$ cat src/rtl/baud_gen_frac.sv
// Fractional baud-rate generator: oversample tick (rx_tick), bit-rate tick
// (tx_tick) and rx oversample index, derived from a programmable divisor with
// a first-order fractional accumulator.
module baud_gen_frac #(
  parameter int unsigned CLK_FREQ   = 10_000_000,
  parameter int unsigned BAUD_RATE  = 9_600,
  parameter int unsigned OVERSAMPLE = 16,
  parameter int unsigned DIV_W      = 16,
  parameter int unsigned FRAC_W     = 4
) (
  input  logic                          clk,
  input  logic                          rst,
  input  logic                          en,
  input  logic [DIV_W-1:0]              div_int,
  input  logic [FRAC_W-1:0]             div_frac,
  input  logic                          div_load,
  input  logic                          rx_resync,
  output logic                          rx_tick,
  output logic                          tx_tick,
  output logic [$clog2(OVERSAMPLE)-1:0] rx_idx
);

  localparam int unsigned IDX_W = $clog2(OVERSAMPLE);

  // Reset divisor derived from the clock and baud parameters in 64-bit math.
  localparam logic [63:0] TICK_RATE  = 64'(BAUD_RATE) * 64'(OVERSAMPLE);
  localparam logic [63:0] DEF_INT_L  = 64'(CLK_FREQ) / TICK_RATE;
  localparam logic [63:0] DEF_FRAC_L =
    ((64'(CLK_FREQ) << FRAC_W) / TICK_RATE) % (64'(1) << FRAC_W);

  localparam logic [DIV_W-1:0]  DEF_INT  = DIV_W'(DEF_INT_L);
  localparam logic [FRAC_W-1:0] DEF_FRAC = FRAC_W'(DEF_FRAC_L);
  localparam logic [DIV_W-1:0]  MIN_INT  = DIV_W'(2);
  localparam logic [DIV_W-1:0]  DEF_CNT  =
    ((DEF_INT < MIN_INT) ? MIN_INT : DEF_INT) - DIV_W'(1);
  localparam logic [IDX_W-1:0]  OS_LAST  = IDX_W'(OVERSAMPLE - 1);

  // Shadow divisor registers
  logic [DIV_W-1:0]  shadow_int;
  logic [FRAC_W-1:0] shadow_frac;

  // Counting state
  logic [DIV_W-1:0]  cnt;
  logic [FRAC_W-1:0] acc;
  logic [IDX_W-1:0]  tx_os;

  // Divisor path
  logic [DIV_W-1:0]  act_int_c;
  logic [FRAC_W-1:0] act_frac_c;
  logic [DIV_W-1:0]  eff_int_c;
  logic [FRAC_W:0]   frac_sum_c;
  logic [DIV_W-1:0]  restart_cnt_c;
  logic [DIV_W-1:0]  reload_cnt_c;
  logic              tx_wrap_c;
  logic              rx_wrap_c;

  // Next-state values
  logic [DIV_W-1:0]  cnt_nxt;
  logic [FRAC_W-1:0] acc_nxt;
  logic [IDX_W-1:0]  tx_os_nxt;
  logic [IDX_W-1:0]  rx_idx_nxt;
  logic              rx_tick_nxt;
  logic              tx_tick_nxt;

  // Active divisor: a same-cycle load is visible to resync/reload/immediate load
  always_comb begin
    act_int_c     = div_load ? div_int  : shadow_int;
    act_frac_c    = div_load ? div_frac : shadow_frac;
    eff_int_c     = (act_int_c < MIN_INT) ? MIN_INT : act_int_c;
    frac_sum_c    = {1'b0, acc} + {1'b0, act_frac_c};
    restart_cnt_c = eff_int_c - DIV_W'(1);
    reload_cnt_c  = restart_cnt_c + DIV_W'(frac_sum_c[FRAC_W]);
    tx_wrap_c     = (tx_os == OS_LAST);
    rx_wrap_c     = (rx_idx == OS_LAST);
  end

  // Next-state: resync beats reload; disabled counter holds except on a load
  always_comb begin
    cnt_nxt     = cnt;
    acc_nxt     = acc;
    tx_os_nxt   = tx_os;
    rx_idx_nxt  = rx_idx;
    rx_tick_nxt = 1'b0;
    tx_tick_nxt = 1'b0;
    if (rx_resync) begin
      cnt_nxt    = restart_cnt_c;
      acc_nxt    = '0;
      rx_idx_nxt = '0;
    end else if (en) begin
      if (cnt == '0) begin
        cnt_nxt     = reload_cnt_c;
        acc_nxt     = frac_sum_c[FRAC_W-1:0];
        rx_tick_nxt = 1'b1;
        tx_tick_nxt = tx_wrap_c;
        tx_os_nxt   = tx_wrap_c ? '0 : tx_os + IDX_W'(1);
        rx_idx_nxt  = rx_wrap_c ? '0 : rx_idx + IDX_W'(1);
      end else begin
        cnt_nxt = cnt - DIV_W'(1);
      end
    end else if (div_load) begin
      cnt_nxt = restart_cnt_c;
      acc_nxt = '0;
    end
  end

  // Shadow divisor capture
  always_ff @(posedge clk) begin
    if (rst) begin
      shadow_int  <= DEF_INT;
      shadow_frac <= DEF_FRAC;
    end else if (div_load) begin
      shadow_int  <= div_int;
      shadow_frac <= div_frac;
    end
  end

  // Counter, accumulator, phase counters and tick outputs
  always_ff @(posedge clk) begin
    if (rst) begin
      cnt     <= DEF_CNT;
      acc     <= '0;
      tx_os   <= '0;
      rx_idx  <= '0;
      rx_tick <= 1'b0;
      tx_tick <= 1'b0;
    end else begin
      cnt     <= cnt_nxt;
      acc     <= acc_nxt;
      tx_os   <= tx_os_nxt;
      rx_idx  <= rx_idx_nxt;
      rx_tick <= rx_tick_nxt;
      tx_tick <= tx_tick_nxt;
    end
  end

endmodule
$ cat config.mk
export PLATFORM = sky130hd
export DESIGN_NAME = baud_gen_frac
export DESIGN_NICKNAME = d
export VERILOG_FILES = /design/src/rtl/baud_gen_frac.sv
export SDC_FILE = /design/constraint.sdc
export NUM_CORES = 1
export LEC_CHECK = 0
export ABC_AREA = 1
export CORE_MARGIN = 2
export CORE_UTILIZATION = 60
export DETAILED_ROUTE_END_ITERATION = 6
export GPL_TIMING_DRIVEN = 0
export MAX_ROUTING_LAYER = met4
export PLACE_DENSITY = 0.9
export SLEW_MARGIN = 25
export SYNTH_ARGS = -nofsm -noshare
export SYNTH_HDL_FRONTEND = slang
export SYNTH_SLANG_ARGS = --single-unit
$ cat constraint.sdc
create_clock -name clk -period 5.6 [get_ports clk]
set_input_delay 1.12 -clock clk [delete_from_list [all_inputs] [get_ports clk]]
set_output_delay 1.12 -clock clk [all_outputs]
set_load 0.05 [all_outputs]
== After elaboration in Yosys (flattened, before gate mapping) ==
Cells that the tools add are included.
Cells by class
  add/subtract/negate cells: 6
  order comparisons: 1
  reductions and logical operators: 9
  bitwise operators: 3
  equal/unequal tests: 3
  multiplexer cells: 13
Operator list (count)
  two-way mux 16 bit: 6
  subtractor 16 x 1 -> 16 bit, second input constant: 2
  two-way mux 4 bit: 6
  adder 16 x 1 -> 16 bit: 1
  zero test 16 bit: 1
  < comparator 16 x 2 -> 1 bit, second input constant: 1
  adder 4 x 1 -> 4 bit, second input constant: 2
  == test 4 bit, second input constant: 2
  adder 4 x 4 -> 5 bit: 1
  AND reduction 2 bit: 2
  OR reduction 4 bit: 1
  inverter 1 bit: 3
  AND reduction 3 bit: 1
  nonzero test 3 bit: 1
  OR reduction 3 bit: 1
  inequality test 2 x 1 -> 1 bit, second input constant: 1
  nonzero test 2 bit: 1
  OR reduction 2 bit: 1
  two-way mux 1 bit: 1
Storage, ports and cells
  logic and storage cells: 43
  output and inout port bits: 6
  bits in registers: 50
  input bits: 25

== Longest topological paths before layout ==
  depth after elaboration: 8
  gate-level depth with buffers: 26
  depth with buffers taken out: 25

== Worst setup path after synthesis ==
Ideal clock, no wire load.
  path type: input -> register
  from: in div_load
  to: reg cnt[11]
  data arrival time: 3.498 ns
  setup time: 0.110 ns
  data required time: 5.490 ns
  path buffers: 1
  setup slack: 1.993 ns
  stages: 21
  cell sequence: buf_6 o21ai_4 nand3_1 nor2_4 nand2_4 nand2_4 ha_1 nand3_4 nor3_4 xor2_2 inv_2 nor2_1 nand3_2 nor2_4 nand2_1 nand2_1 nand2_1 nand2_1 nand3_1 nand2_1 inv_1
Between the ends
  longest elaborated chain between the ends: 8
  elaborated cells between the ends (all ways): 12
  those cells by class: add/sub: 3; order compare: 1; mux: 7; reduce/logical: 1
Ends and longest elaborated chain
  from (decl): RTL line 16  | input logic div_load,
  two-way mux 16 bit
  < comparator 16 x 2 -> 1 bit: RTL line 69  | eff_int_c = (act_int_c < MIN_INT) ? MIN_INT : act_int_c;
  two-way mux 16 bit: RTL line 69
  subtractor 16 x 1 -> 16 bit: RTL line 71  | restart_cnt_c = eff_int_c - DIV_W'(1);
  adder 16 x 1 -> 16 bit: RTL line 72  | reload_cnt_c = restart_cnt_c + DIV_W'(frac_sum_c[FRAC_W]);
  two-way mux 16 bit: RTL line 90  | if (cnt == '0) begin
  two-way mux 16 bit: RTL line 89  | end else if (en) begin
  two-way mux 16 bit: RTL line 85  | if (rx_resync) begin
  to (signal assigned): RTL line 127  | cnt <= cnt_nxt;
  to (decl): RTL line 43  | logic [DIV_W-1:0] cnt;
Several ways; a longest one is shown, not always the timed one. The select of a mux whose other input is x is not followed.
A chain may end at the register's enable or synchronous reset.

== Worst setup path in the final report ==
  from: in div_load
  to: reg cnt[14]
Same word-level chain as after synthesis.

==> metrics.txt <==
status=complete, no violations; worst-case vdd ir drop=0.0001451 V; Worst Path Arrival=4.68 ns; Setup TNS Final=0 ns; average vias per placed instance=5.633; most frequently used flop master after synthesis=sky130_fd_sc_hd__dfxtp_1; via count=3729; count of different cell masters after synthesis=50; wirelength, routed=9548 um; final antenna-violating net count=0; detailed placer's ending HPWL=7306 um; total nets after synthesis=587; Area Growth Syn to Fin=13.70%; synthesized-area fraction occupied by ao, oa, aoi and oai cells=13.36%; Crit Path Category=in -> reg; vias in the first global route=3522; simple-gate portion of the synthesized area=39.14%; Critical Path Most Common Cell=sky130_fd_sc_hd__nand2_1; Final Setup Violations=0; fin. max-slew vios=0; synthesized netlist cell count=550; number of remaining DRC errors=0; worst rel slew slack=55.74%; clock tree from TritonCTS=done; share of synthesized area occupied by flip-flops and latches=27.40%; Crit path buffers/inverters=5; peak clock frequency supported by timing=225.8 MHz; data required time of the critical path=5.85 ns; Syn. warnings=0; clock root buffer=sky130_fd_sc_hd__clkbuf_8; clock network latency to the later pin of the worst-skew pair=0.32 ns; number of H-tree branching levels=2; Critical Path Max Stage Delay=0.63 ns; mux cell area share after synthesis=0%; number of DRC violations after detailed-routing iteration 0=458; number of flip-flops and latches in the synthesized netlist=50; pre-CTS WS=0.9212 ns; clock transition at the registers of the reported paths=0.11 ns; leakage power total=1.949 nW; number of sinks on the clock net=50; largest area contributor in the netlist=sky130_fd_sc_hd__dfxtp_1; global router's overall resource usage=31.29%; Post-Syn Area=3654 um^2; worst min path class=reg -> reg; first-pass GRT wire length=15800 um; CTS Hold Buffers Added=0; maximum number of pins on one net before global-route repair=18; I/O pin count=31; fraction of final layout cells sized beyond drive strength 1=11.41%; worst slew pin tran=0.6639 ns; xor and xnor area share after synthesis=5.993%; worst setup slack after layout=1.172 ns; Pre-antenna DRT Iters=6; setup repair after global routing missed its margin=false; Max clock buf depth=2; core region area=5886 um^2; fraction of registers with async set/reset=0%; total congestion overflow after global routing=0; Die X=82.04 um; worst-path cell with the longest stage delay=sky130_fd_sc_hd__clkdlybuf4s50_1; power density over cell area=217.1 nW/um^2; area of the die=6730 um^2; area fraction of the dominant cell type after synthesis=27.40%; post-route clock period utilization=79.07%; number of fillers in the final layout=507; initial antenna violation count=0; Worst Path Max Fanout=10; final hold violation count=0; nature of the critical path startpoint=input pin; per-instance average area after synthesis=6.643 um^2; Inserted Clock Buffers=5; post-layout min period=4.428 ns; max-cap viol count=0; arithmetic-cell share of the synthesized area counting full adders, half adders and majority gates=4.315%; count of port buffers added during placement=29; Initial Util=62.07%; main combinational cell family by area after synthesis=simple AND/OR/NAND/NOR gates; final clock skew=0.003746 ns; height of the die=82.04 um; number of antenna cells inserted=0; main area contributors after synthesis=sky130_fd_sc_hd__dfxtp_1 27%, sky130_fd_sc_hd__nand2_1 13%, sky130_fd_sc_hd__inv_1 7.2%; average wire per cell in the routed design=14.42 um; Post-CTS Setup Repair Bufs=0; kind of cell with the highest combined delay on the critical path=simple AND/OR/NAND/NOR gates; NumNets Final=623; number of enable flip-flop cells after synthesis=0; Core Rows=28; Worst Setup End Kind=flop; cts repair resizes=0; global placer's final weighted congestion=0.9819
[report_power, final]
group / total, mW / switching (mW) / internal (mW)
registers: 0.390 / 0.0149 / 0.375
logic: 0.232 / 0.148 / 0.0844
clock network: 0.280 / 0.143 / 0.137
total: 0.902 / 0.306 / 0.596
[sequential cells by signal, summed over array words and instances, names as in the netlist]
signal	cells
tx_tick	1
acc	4
cnt	16
rx_tick	1
shadow_int	16
tx_os	4
rx_idx	4
shadow_frac	4
[Yosys cell counts, types with 8 or more instances]
library cell,n
sky130_fd_sc_hd__nor2_1,67
sky130_fd_sc_hd__o21ai_0,34
sky130_fd_sc_hd__inv_1,70
sky130_fd_sc_hd__nand3_1,32
sky130_fd_sc_hd__clkbuf_1,8
sky130_fd_sc_hd__ha_1,11
sky130_fd_sc_hd__dfxtp_1,50
sky130_fd_sc_hd__xor2_1,14
sky130_fd_sc_hd__nand4_1,12
sky130_fd_sc_hd__a21oi_1,32
sky130_fd_sc_hd__nand2_1,122
sky130_fd_sc_hd__nand2_2,18
[path summary, 6_finish.rpt]
path	endpoint	cells past startpoint	slack (ns)	startpoint
max	cnt[14]	25	1.17	div_load
min	shadow_frac[2]	2	0.48	shadow_frac[2]
max reg2reg	cnt[14]	20	2.44	shadow_int[2]
min reg2reg	shadow_frac[2]	2	0.48	shadow_frac[2]
[logic make-up after synthesis]
| family | count (synthesis) |
|---|---|
| compound gates | 86 |
| buf+inv | 88 |
| fa+ha+maj | 12 |
| simple gates | 292 |
| flops | 50 |
| xor+xnor | 22 |
[per-stage QoR]
step | power (mW) | instance area (um^2) | cells | util, % | hold slack [ns]
after floorplan | 0.5614 | 3654 | 550 | - | 0.4243
final | 0.9018 | 4154 | 662 | 70.58 | 0.4771
after detailed placement | 0.6234 | 4038 | 654 | 68.60 | 0.4569
after global routing | 0.9392 | 4154 | 662 | 70.58 | 0.5011
after global placement | 0.6183 | 4038 | 654 | 68.60 | 0.4335
after CTS | 0.8971 | 4154 | 662 | 70.58 | 0.4767
[layout make-up]
| type | count | area, um^2 | area share (%) |
|---|---|---|---|
| clock inverters | 3 | 47.55 | 1.145 |
| plain buffers | 13 | 76.32 | 1.837 |
| clock buffers | 5 | 68.82 | 1.657 |
| repair buffers | 29 | 290.3 | 6.988 |
| flip-flops and latches | 50 | 1001 | 24.10 |
| inverters | 75 | 281.5 | 6.777 |
| well taps | 75 | 93.84 | 2.259 |
| multi-input cells | 412 | 2295 | 55.24 |
[worst reg2reg max path: stages (launching register included)]
cell	delay (ns)
sky130_fd_sc_hd__dfxtp_1	0.34
sky130_fd_sc_hd__o21ai_4	0.24
sky130_fd_sc_hd__nand3_1	0.19
sky130_fd_sc_hd__nor2_4	0.19
sky130_fd_sc_hd__nand2_4	0.10
sky130_fd_sc_hd__nand2_4	0.12
sky130_fd_sc_hd__ha_1	0.24
sky130_fd_sc_hd__nand3_4	0.12
sky130_fd_sc_hd__inv_1	0.10
sky130_fd_sc_hd__nand3_1	0.09
sky130_fd_sc_hd__xor2_1	0.36
sky130_fd_sc_hd__inv_1	0.16
sky130_fd_sc_hd__nand3_1	0.20
sky130_fd_sc_hd__nor2_1	0.10
sky130_fd_sc_hd__nand3_1	0.11
sky130_fd_sc_hd__nand2_1	0.05
sky130_fd_sc_hd__nand2_1	0.09
sky130_fd_sc_hd__nand2_1	0.06
sky130_fd_sc_hd__nand2_1	0.06
sky130_fd_sc_hd__nand2_1	0.05
sky130_fd_sc_hd__a21oi_1	0.12
[cells in the final DEF, fill, tap and decap left out, types with 8 or more instances in the layout]
cell	instances
sky130_fd_sc_hd__a21oi_1	32
sky130_fd_sc_hd__clkbuf_1	8
sky130_fd_sc_hd__clkdlybuf4s50_1	29
sky130_fd_sc_hd__dfxtp_1	50
sky130_fd_sc_hd__ha_1	11
sky130_fd_sc_hd__inv_1	70
sky130_fd_sc_hd__nand2_1	122
sky130_fd_sc_hd__nand2_2	18
sky130_fd_sc_hd__nand3_1	32
sky130_fd_sc_hd__nand4_1	12
sky130_fd_sc_hd__nor2_1	67
sky130_fd_sc_hd__o21ai_0	34
sky130_fd_sc_hd__xor2_1	14
[metal layers]
layer / share of wire, % / up-vias / GRT usage (%)
li1: - / 1842 / -
met1: 44 / 1676 / 39.35
met2: 47 / 189 / 51.22
met3: 6.8 / 22 / 3.956
met4: 2.6 / 0 / 12.00
met5: 0 / - / -
No activity file was read; power rests on OpenSTA's default activity.
